File: config.mk
export PLATFORM = sky130hd
export DESIGN_NAME = mvm_stream_pipe_flat
export DESIGN_NICKNAME = d
export VERILOG_FILES = /design/src/rtl/mvm_stream_pipe_if.sv /design/src/rtl/mvm_stream_pipe.sv /design/src/flat_wrapper.sv
export SDC_FILE = /design/constraint.sdc
export NUM_CORES = 1
export LEC_CHECK = 0
export CORE_MARGIN = 1.5
export CORE_UTILIZATION = 50
export CTS_CLUSTER_DIAMETER = 30
export DETAILED_ROUTE_END_ITERATION = 10
export PLACE_DENSITY = 0.77
export SLEW_MARGIN = 25
export SYNTH_ARGS = -nofsm -noshare
export SYNTH_HDL_FRONTEND = slang
export SYNTH_SLANG_ARGS = --single-unit
File: constraint.sdc
create_clock -name clk -period 7.32 [get_ports clk]
set_input_delay 0.732 -clock clk [delete_from_list [all_inputs] [get_ports clk]]
set_output_delay 0.732 -clock clk [all_outputs]
set_load 0.01 [all_outputs]
File: src/rtl/mvm_stream_pipe_if.sv
// rtl/mvm_stream_pipe_if.sv - operand and result stream bundle for mvm_stream_pipe
interface mvm_stream_pipe_if #(
  parameter int IN_W  = 8,
  parameter int OUT_W = 16
);
  logic             s_valid;
  logic             s_ready;
  logic [IN_W-1:0]  s_data;
  logic             m_valid;
  logic             m_ready;
  logic [OUT_W-1:0] m_data;
  logic             m_last;

  // Environment side: supplies operands, consumes results
  modport master (
    output s_valid, s_data, m_ready,
    input  s_ready, m_valid, m_data, m_last
  );

  // Multiplier side: accepts operands, produces results
  modport slave (
    input  s_valid, s_data, m_ready,
    output s_ready, m_valid, m_data, m_last
  );
endinterface

File: src/rtl/mvm_stream_pipe.sv
// rtl/mvm_stream_pipe.sv - streaming signed matrix-vector multiplier with ping-pong operand banks
// Build option MVM_SATURATE_EN: clamp results to the OUT_W signed range instead of wrapping.
module mvm_stream_pipe #(
  parameter int ROWS  = 4,
  parameter int COLS  = 4,
  parameter int IN_W  = 8,
  parameter int OUT_W = 16
) (
  input logic              clk,
  input logic              reset,
  mvm_stream_pipe_if.slave bus
);
  localparam int FRAME = ROWS * COLS + COLS;
  localparam int IW    = $clog2(FRAME);
  localparam int ACC_W = 2 * IN_W + $clog2(COLS);
  localparam int EXT_W = (ACC_W > OUT_W) ? ACC_W : OUT_W;

  localparam logic [IW-1:0] LD_LAST = IW'(FRAME - 1);
  localparam logic [IW-1:0] X_BASE  = IW'(ROWS * COLS);
  localparam logic [IW-1:0] C_LAST  = IW'(COLS - 1);
  localparam logic [IW-1:0] R_LAST  = IW'(ROWS - 1);

  localparam logic [1:0] ST_IDLE = 2'd0;
  localparam logic [1:0] ST_MAC  = 2'd1;
  localparam logic [1:0] ST_HOLD = 2'd2;

  // Two banks, each holding A row-major followed by x
  logic signed [IN_W-1:0]  mem [2][FRAME];

  logic [IW-1:0]           ld_cnt;
  logic                    fill_ptr;
  logic                    comp_ptr;
  logic [1:0]              full;
  logic [1:0]              state;
  logic [IW-1:0]           row;
  logic [IW-1:0]           col;
  logic [IW-1:0]           a_idx;
  logic signed [ACC_W-1:0] acc;
  logic signed [ACC_W-1:0] acc_base;
  logic signed [2*IN_W-1:0] prod;
  logic signed [EXT_W-1:0] acc_ext;
  logic [OUT_W-1:0]        result;
  logic                    m_valid_q;
  logic                    m_last_q;
  logic [OUT_W-1:0]        m_data_q;
  logic                    s_fire;
  logic                    ld_done;
  logic                    out_free;
  logic                    emit;
  logic                    frame_done;

  assign bus.s_ready = !full[fill_ptr];
  assign bus.m_valid = m_valid_q;
  assign bus.m_data  = m_data_q;
  assign bus.m_last  = m_last_q;

  assign s_fire     = bus.s_valid && !full[fill_ptr];
  assign ld_done    = s_fire && (ld_cnt == LD_LAST);
  assign out_free   = !m_valid_q || bus.m_ready;
  assign emit       = (state == ST_HOLD) && out_free;
  assign frame_done = emit && (row == R_LAST);

  assign prod    = mem[comp_ptr][a_idx] * mem[comp_ptr][X_BASE + col];
  assign acc_ext = EXT_W'(acc);

  // First column of each row starts a fresh sum
  always_comb begin
    acc_base = acc;
    if (col == '0) acc_base = '0;
  end

`ifdef MVM_SATURATE_EN
  localparam logic signed [EXT_W-1:0] SAT_MAX = {{(EXT_W-OUT_W+1){1'b0}}, {(OUT_W-1){1'b1}}};
  localparam logic signed [EXT_W-1:0] SAT_MIN = {{(EXT_W-OUT_W+1){1'b1}}, {(OUT_W-1){1'b0}}};

  // Clamp the wide sum into the signed output range
  always_comb begin
    result = OUT_W'(acc_ext);
    if (acc_ext > SAT_MAX)      result = OUT_W'(SAT_MAX);
    else if (acc_ext < SAT_MIN) result = OUT_W'(SAT_MIN);
  end
`else
  // Keep the low OUT_W bits (two's-complement wrap)
  always_comb begin
    result = OUT_W'(acc_ext);
  end
`endif

  // Operand storage: write the accepted word into the fill bank
  always_ff @(posedge clk) begin
    if (s_fire) mem[fill_ptr][ld_cnt] <= bus.s_data;
  end

  // Load counter walks one frame, then hands the bank to the engine
  always_ff @(posedge clk or negedge reset) begin
    if (!reset) begin
      ld_cnt   <= '0;
      fill_ptr <= 1'b0;
    end else if (s_fire) begin
      if (ld_cnt == LD_LAST) begin
        ld_cnt   <= '0;
        fill_ptr <= !fill_ptr;
      end else begin
        ld_cnt <= ld_cnt + IW'(1);
      end
    end
  end

  // Bank occupancy: filled bank and released bank are always different, so both may update together
  always_ff @(posedge clk or negedge reset) begin
    if (!reset) begin
      full <= '0;
    end else begin
      if (ld_done)    full[fill_ptr] <= 1'b1;
      if (frame_done) full[comp_ptr] <= 1'b0;
    end
  end

  // Engine: one row at a time, COLS MAC cycles then a hand-off cycle
  always_ff @(posedge clk or negedge reset) begin
    if (!reset) begin
      state    <= ST_IDLE;
      row      <= '0;
      col      <= '0;
      a_idx    <= '0;
      acc      <= '0;
      comp_ptr <= 1'b0;
    end else begin
      case (state)
        ST_IDLE: begin
          if (full[comp_ptr]) begin
            state <= ST_MAC;
            row   <= '0;
            col   <= '0;
            a_idx <= '0;
          end
        end
        ST_MAC: begin
          acc   <= acc_base + ACC_W'(prod);
          a_idx <= a_idx + IW'(1);
          if (col == C_LAST) begin
            col   <= '0;
            state <= ST_HOLD;
          end else begin
            col <= col + IW'(1);
          end
        end
        ST_HOLD: begin
          if (out_free) begin
            if (row == R_LAST) begin
              state    <= ST_IDLE;
              comp_ptr <= !comp_ptr;
            end else begin
              row   <= row + IW'(1);
              state <= ST_MAC;
            end
          end
        end
        default: state <= ST_IDLE;
      endcase
    end
  end

  // Result register: overwritten by a new row result, otherwise emptied by the consumer
  always_ff @(posedge clk or negedge reset) begin
    if (!reset) begin
      m_valid_q <= 1'b0;
      m_data_q  <= '0;
      m_last_q  <= 1'b0;
    end else if (emit) begin
      m_valid_q <= 1'b1;
      m_data_q  <= result;
      m_last_q  <= (row == R_LAST);
    end else if (bus.m_ready) begin
      m_valid_q <= 1'b0;
      m_last_q  <= 1'b0;
    end
  end
endmodule

File: src/flat_wrapper.sv
// flat-port wrapper written by rule: the top's interface ports become plain ports
module mvm_stream_pipe_flat 
#(
  parameter int ROWS  = 4,
  parameter int COLS  = 4,
  parameter int IN_W  = 8,
  parameter int OUT_W = 16
)
  (clk, reset, bus_s_valid, bus_s_data, bus_m_ready, bus_s_ready, bus_m_valid, bus_m_data, bus_m_last);
  mvm_stream_pipe_if #(.IN_W(IN_W), .OUT_W(OUT_W)) bus_i ();
  input logic clk;
  input logic reset;
  input wire logic [$bits(bus_i.s_valid)-1:0] bus_s_valid;
  input wire logic [$bits(bus_i.s_data)-1:0] bus_s_data;
  input wire logic [$bits(bus_i.m_ready)-1:0] bus_m_ready;
  output wire logic [$bits(bus_i.s_ready)-1:0] bus_s_ready;
  output wire logic [$bits(bus_i.m_valid)-1:0] bus_m_valid;
  output wire logic [$bits(bus_i.m_data)-1:0] bus_m_data;
  output wire logic [$bits(bus_i.m_last)-1:0] bus_m_last;
  assign bus_i.s_valid = bus_s_valid;
  assign bus_i.s_data = bus_s_data;
  assign bus_i.m_ready = bus_m_ready;
  assign bus_s_ready = bus_i.s_ready;
  assign bus_m_valid = bus_i.m_valid;
  assign bus_m_data = bus_i.m_data;
  assign bus_m_last = bus_i.m_last;
  mvm_stream_pipe #(.ROWS(ROWS), .COLS(COLS), .IN_W(IN_W), .OUT_W(OUT_W)) u_core (.clk(clk), .reset(reset), .bus(bus_i));
endmodule
==> metrics.txt <==
# TYPE chip_impl_metric gauge
chip_impl_metric{name="setup_tns",unit="ns"} 0
chip_impl_metric{name="wl_met2",unit="mm"} 26.01
chip_impl_info{name="synth.most_common_cell",value="sky130_fd_sc_hd__edfxtp_1"} 1
chip_impl_metric{name="finalSetupViolations",unit=""} 0
chip_impl_metric{name="synth_enable_flop_cells",unit=""} 320
chip_impl_metric{name="tightest_slew",unit="ns"} 1.146
chip_impl_metric{name="yosysTopAreaCellShare",unit=""} 0.4689
chip_impl_metric{name="syn2layout_area_growth",unit="%"} 22.00
chip_impl_metric{name="met3_wirelength",unit="mm"} 4.656
chip_impl_info{name="crit_path_cell_trace",value="clkbuf_16 -> clkbuf_16 -> buf_4 -> mux4_2 -> mux4_2 -> nand2_1 -> a21oi_1 -> a31oi_2 -> buf_4 -> nor2_1 -> fa_1 -> fa_1 -> fa_1 -> fa_1 -> ha_1 -> ha_1 -> and3_1 -> a221o_1 -> or3b_2 -> a21oi_2 -> xnor2_2 -> mux2i_1 -> a21oi_1"} 1
chip_impl_metric{name="grt_start_max_net_pins",unit=""} 61
chip_impl_metric{name="critPathMaxStageDelay",unit="ns"} 0.54
chip_impl_info{name="critical_path.reg2reg.startpoint",value="u_core.comp_ptr"} 1
chip_impl_metric{name="remaining_drc_errors",unit=""} 0
chip_impl_info{name="tritoncts",value="built"} 1
chip_impl_metric{name="clk_pin_slew_worst_paths",unit="ns"} 0.05
chip_impl_metric{name="mappedNetlistNets",unit=""} 1407
chip_impl_metric{name="grt_remaining_overflow",unit=""} 0
chip_impl_metric{name="grt_pass1_wl",unit="mm"} 78.13
chip_impl_info{name="critical_path_class",value="flop to flop"} 1
chip_impl_metric{name="routed_wire_length_per_instance",unit="µm"} 26.37
chip_impl_info{name="topRoutingLayerUsed",value="met5"} 1
chip_impl_info{name="cts.root.buffer_cell",value="sky130_fd_sc_hd__clkbuf_16"} 1
chip_impl_metric{name="detailedRoute.firstIterationViolations",unit=""} 1534
chip_impl_metric{name="synth_cell_types",unit=""} 54
chip_impl_metric{name="dr_total_vias",unit=""} 12630
chip_impl_metric{name="port_buffers",unit=""} 30
chip_impl_metric{name="synth_seq_cells",unit=""} 380
chip_impl_info{name="crit_slowest_cell",value="sky130_fd_sc_hd__mux4_2"} 1
chip_impl_metric{name="detailedPlacementHpwl",unit="mm"} 32.87
chip_impl_metric{name="drv_cap",unit=""} 0
chip_impl_metric{name="chipWidth",unit="µm"} 205.5
chip_impl_metric{name="synthCells",unit=""} 1279
chip_impl_metric{name="core.rowCount",unit=""} 73
chip_impl_info{name="cp-start-kind",value="flop"} 1
chip_impl_metric{name="asyncSetResetFlopFracSynth",unit=""} 0.1579
chip_impl_info{name="cells_taking_the_most_area_after_synthesis",value="sky130_fd_sc_hd__edfxtp_1 47%, sky130_fd_sc_hd__mux4_2 19%, sky130_fd_sc_hd__dfrtp_1 7.3%"} 1
chip_impl_metric{name="clock_buffers_created_by_tritoncts",unit=""} 76
chip_impl_metric{name="slew-limit-headroom",unit=""} 0.2332
chip_impl_metric{name="globalplace.congestion",unit=""} 0.9291
chip_impl_metric{name="count_of_final_max_slew_check_failures",unit=""} 0
chip_impl_metric{name="cts_hold_repair.buffers",unit=""} 0
chip_impl_metric{name="timing.critical_path.required",unit="ns"} 7.73
chip_impl_metric{name="timing_hold_violations_final",unit=""} 0
chip_impl_metric{name="nets",unit=""} 1546
chip_impl_metric{name="synth-seq-area-share",unit=""} 0.5421
chip_impl_metric{name="route.antenna.remaining_nets",unit=""} 0
chip_impl_metric{name="antenna_found_initial",unit=""} 1
chip_impl_info{name="run_status",value="finished clean"} 1
chip_impl_info{name="yosys_most_used_dff",value="sky130_fd_sc_hd__edfxtp_1"} 1
chip_impl_info{name="min-delay-path-class",value="input port to asynchronous set/reset pin"} 1
chip_impl_metric{name="crit_fanout",unit=""} 7
chip_impl_metric{name="clkSinkCount",unit=""} 380
chip_impl_metric{name="post_synth.cell_area_avg",unit="µm²"} 16.02
chip_impl_metric{name="cell_area_after_synthesis",unit="µm²"} 20490
chip_impl_metric{name="finalWirelength",unit="mm"} 52.88
chip_impl_metric{name="cts-root-to-sink-buffers",unit=""} 3
chip_impl_metric{name="synth-warning-count",unit=""} 0
chip_impl_metric{name="ios",unit=""} 31
chip_impl_info{name="synth_largest_area_cell",value="sky130_fd_sc_hd__edfxtp_1"} 1
chip_impl_metric{name="n_antenna_cell",unit=""} 0
chip_impl_metric{name="fin_util",unit=""} 0.6236
chip_impl_metric{name="post_route_cells_drive_above_1_share",unit=""} 0.3095
chip_impl_metric{name="chip_height",unit="µm"} 205.5
chip_impl_metric{name="floorplan.initialDensity",unit=""} 0.5111
chip_impl_metric{name="placeableCoreArea",unit="µm²"} 40100
chip_impl_metric{name="clock-skew-final",unit="ns"} 0.02932
chip_impl_metric{name="gr-usage-all-layers",unit=""} 0.2516
chip_impl_metric{name="design.die.area",unit="µm²"} 42210
chip_impl_info{name="worst_reg2reg_path_endpoint",value="u_core.acc[15]"} 1
chip_impl_metric{name="cp_data_arrival_time",unit="ns"} 7.59
chip_impl_metric{name="vias_per_cell",unit=""} 6.297
chip_impl_metric{name="h_tree_depth",unit=""} 3
chip_impl_metric{name="firstDrtPassIters",unit=""} 5
chip_impl_metric{name="number_of_cells_traversed_by_the_worst_register_to_register_path",unit=""} 23
chip_impl_metric{name="worst-r2r-setup-slack",unit="ns"} 0.14
chip_impl_metric{name="insertion_delay",unit="ns"} 0.60
chip_impl_info{name="netlist_top_cells_count",value="320 x sky130_fd_sc_hd__edfxtp_1, 170 x sky130_fd_sc_hd__mux4_2, 110 x sky130_fd_sc_hd__nor2_1, 84 x sky130_fd_sc_hd__nand2_1, 71 x sky130_fd_sc_hd__fa_1"} 1
chip_impl_metric{name="timing.fmax",unit="MHz"} 139.4
chip_impl_metric{name="number_of_global_route_vias_before_repair",unit=""} 12990
chip_impl_info{name="critical_path.most_common_cell",value="sky130_fd_sc_hd__fa_1"} 1
chip_impl_metric{name="n_fill_cell",unit=""} 2710
chip_impl_metric{name="fin_worst_hold_slack",unit="ns"} 0.3004
chip_impl_metric{name="drt-met1-wl",unit="mm"} 19.94
chip_impl_info{name="critical_path_endpoint_category",value="flop"} 1
chip_impl_metric{name="period_share",unit=""} 0.9802
chip_impl_metric{name="shortest_clock_period_the_worst_path_allows_after_layout",unit="ns"} 7.175
## through the flow
step	std cells	setup slack [ns]	area (µm²)
4_1_cts	1978	0.01601	24470
5_1_grt	2005	-0.02730	25000
3_5_place_dp	1836	-0.01024	21770
2_1_floorplan	1279	0.1277	20490
3_3_place_gp	1836	0.1012	21770
6_report	2005	0.1447	25000
## what timing repair did
item	CTS	global route
cloned	1	8
setup buffers	1	19
setup endpoints to repair	1	1
pin swaps	0	16
resized for setup	6	35
## cell type report
type / count / area, µm² / share of cell area
timing repair buffer: 128 / 1421 / 0.05685
clock buffer: 89 / 2034 / 0.08136
clock inverter: 51 / 590.6 / 0.02362
inverter: 67 / 251.5 / 0.01006
tap: 525 / 656.9 / 0.02627
multi-input combinational: 765 / 8927 / 0.3570
sequential: 380 / 11120 / 0.4448
## how the worst max path moves through the flow
| stage | startpoint | end | depth (start not counted) | slack [ns] |
|---|---|---|---|---|
| after floorplan | u_core.a_idx[0] | u_core.acc[15] | 24 | 0.13 |
| after global placement | u_core.comp_ptr | u_core.acc[15] | 21 | 0.10 |
| after detailed placement | u_core.comp_ptr | u_core.acc[15] | 21 | -0.01 |
| after CTS | u_core.comp_ptr | u_core.acc[15] | 22 | 0.02 |
| after global routing | u_core.comp_ptr | u_core.acc[15] | 24 | -0.03 |
| final | u_core.comp_ptr | u_core.acc[15] | 23 | 0.14 |
## kinds of logic (layout without fill, tap and decap cells)
kind of cell,count (synthesis),in the layout,share of synthesized area
buf+inv,134,335,0.02949
fa+ha+maj,116,116,0.09683
compound gates,108,108,0.04029
simple gates,283,283,0.06221
mux,228,228,0.2162
flops,380,380,0.5421
xor+xnor,30,30,0.01282
## per-layer routing
layer / GRT usage / up-vias
met5: 0 / -
met4: 0.1163 / 2
met2: 0.4048 / 757
met1: 0.3329 / 6490
met3: 0.04878 / 162
li1: - / 5215
## state kept, by name (all words and copies together), names as in the netlist, 2 cells and up
| signal | flops |
|---|---|
| u_core.mem | 320 |
| u_core.acc | 16 |
| u_core.bus.m_data | 16 |
| u_core.a_idx | 5 |
| u_core.col | 5 |
| u_core.ld_cnt | 5 |
| u_core.row | 5 |
| u_core.full | 2 |
| u_core.state | 2 |
## critical path, delay by kind of cell, from the launching register on
family / cells / cell delay, ns
flip-flops: 1 / 0.51
XOR/XNOR: 1 / 0.15
AO/OA/AOI/OAI: 5 / 0.92
buffers and inverters: 4 / 0.69
multiplexers: 3 / 1.24
adder cells (fa/ha/maj): 6 / 2.67
AND/OR/NAND/NOR: 4 / 0.81
## layout by cell type (no fill, tap or decap), drive strengths merged, types with 6 or more instances in the layout
master | synthesis | layout
edfxtp | 320 | 320
mux4 | 170 | 170
nor2 | 110 | 110
clkbuf | 28 | 97
buf | 39 | 92
nand2 | 84 | 84
inv | 66 | 72
fa | 71 | 71
dfrtp | 60 | 60
ha | 45 | 45
mux2i | 40 | 40
clkdlybuf4s50 | 0 | 28
clkinv | 1 | 28
o21ai | 27 | 27
a31oi | 22 | 22
and2 | 20 | 20
mux2 | 18 | 18
xnor2 | 18 | 18
a21oi | 18 | 18
nand2b | 13 | 13
xor2 | 12 | 12
nor2b | 12 | 12
clkinvlp | 0 | 10
or2 | 10 | 10
o22ai | 8 | 8
bufinv | 0 | 8
nor3 | 8 | 8
nand3 | 7 | 7
a2bb2oi | 7 | 7
or3 | 6 | 6
Power is left out: the tool's default activity adds up to more than one toggle a clock period on the data nets, which glitch-free logic cannot reach.
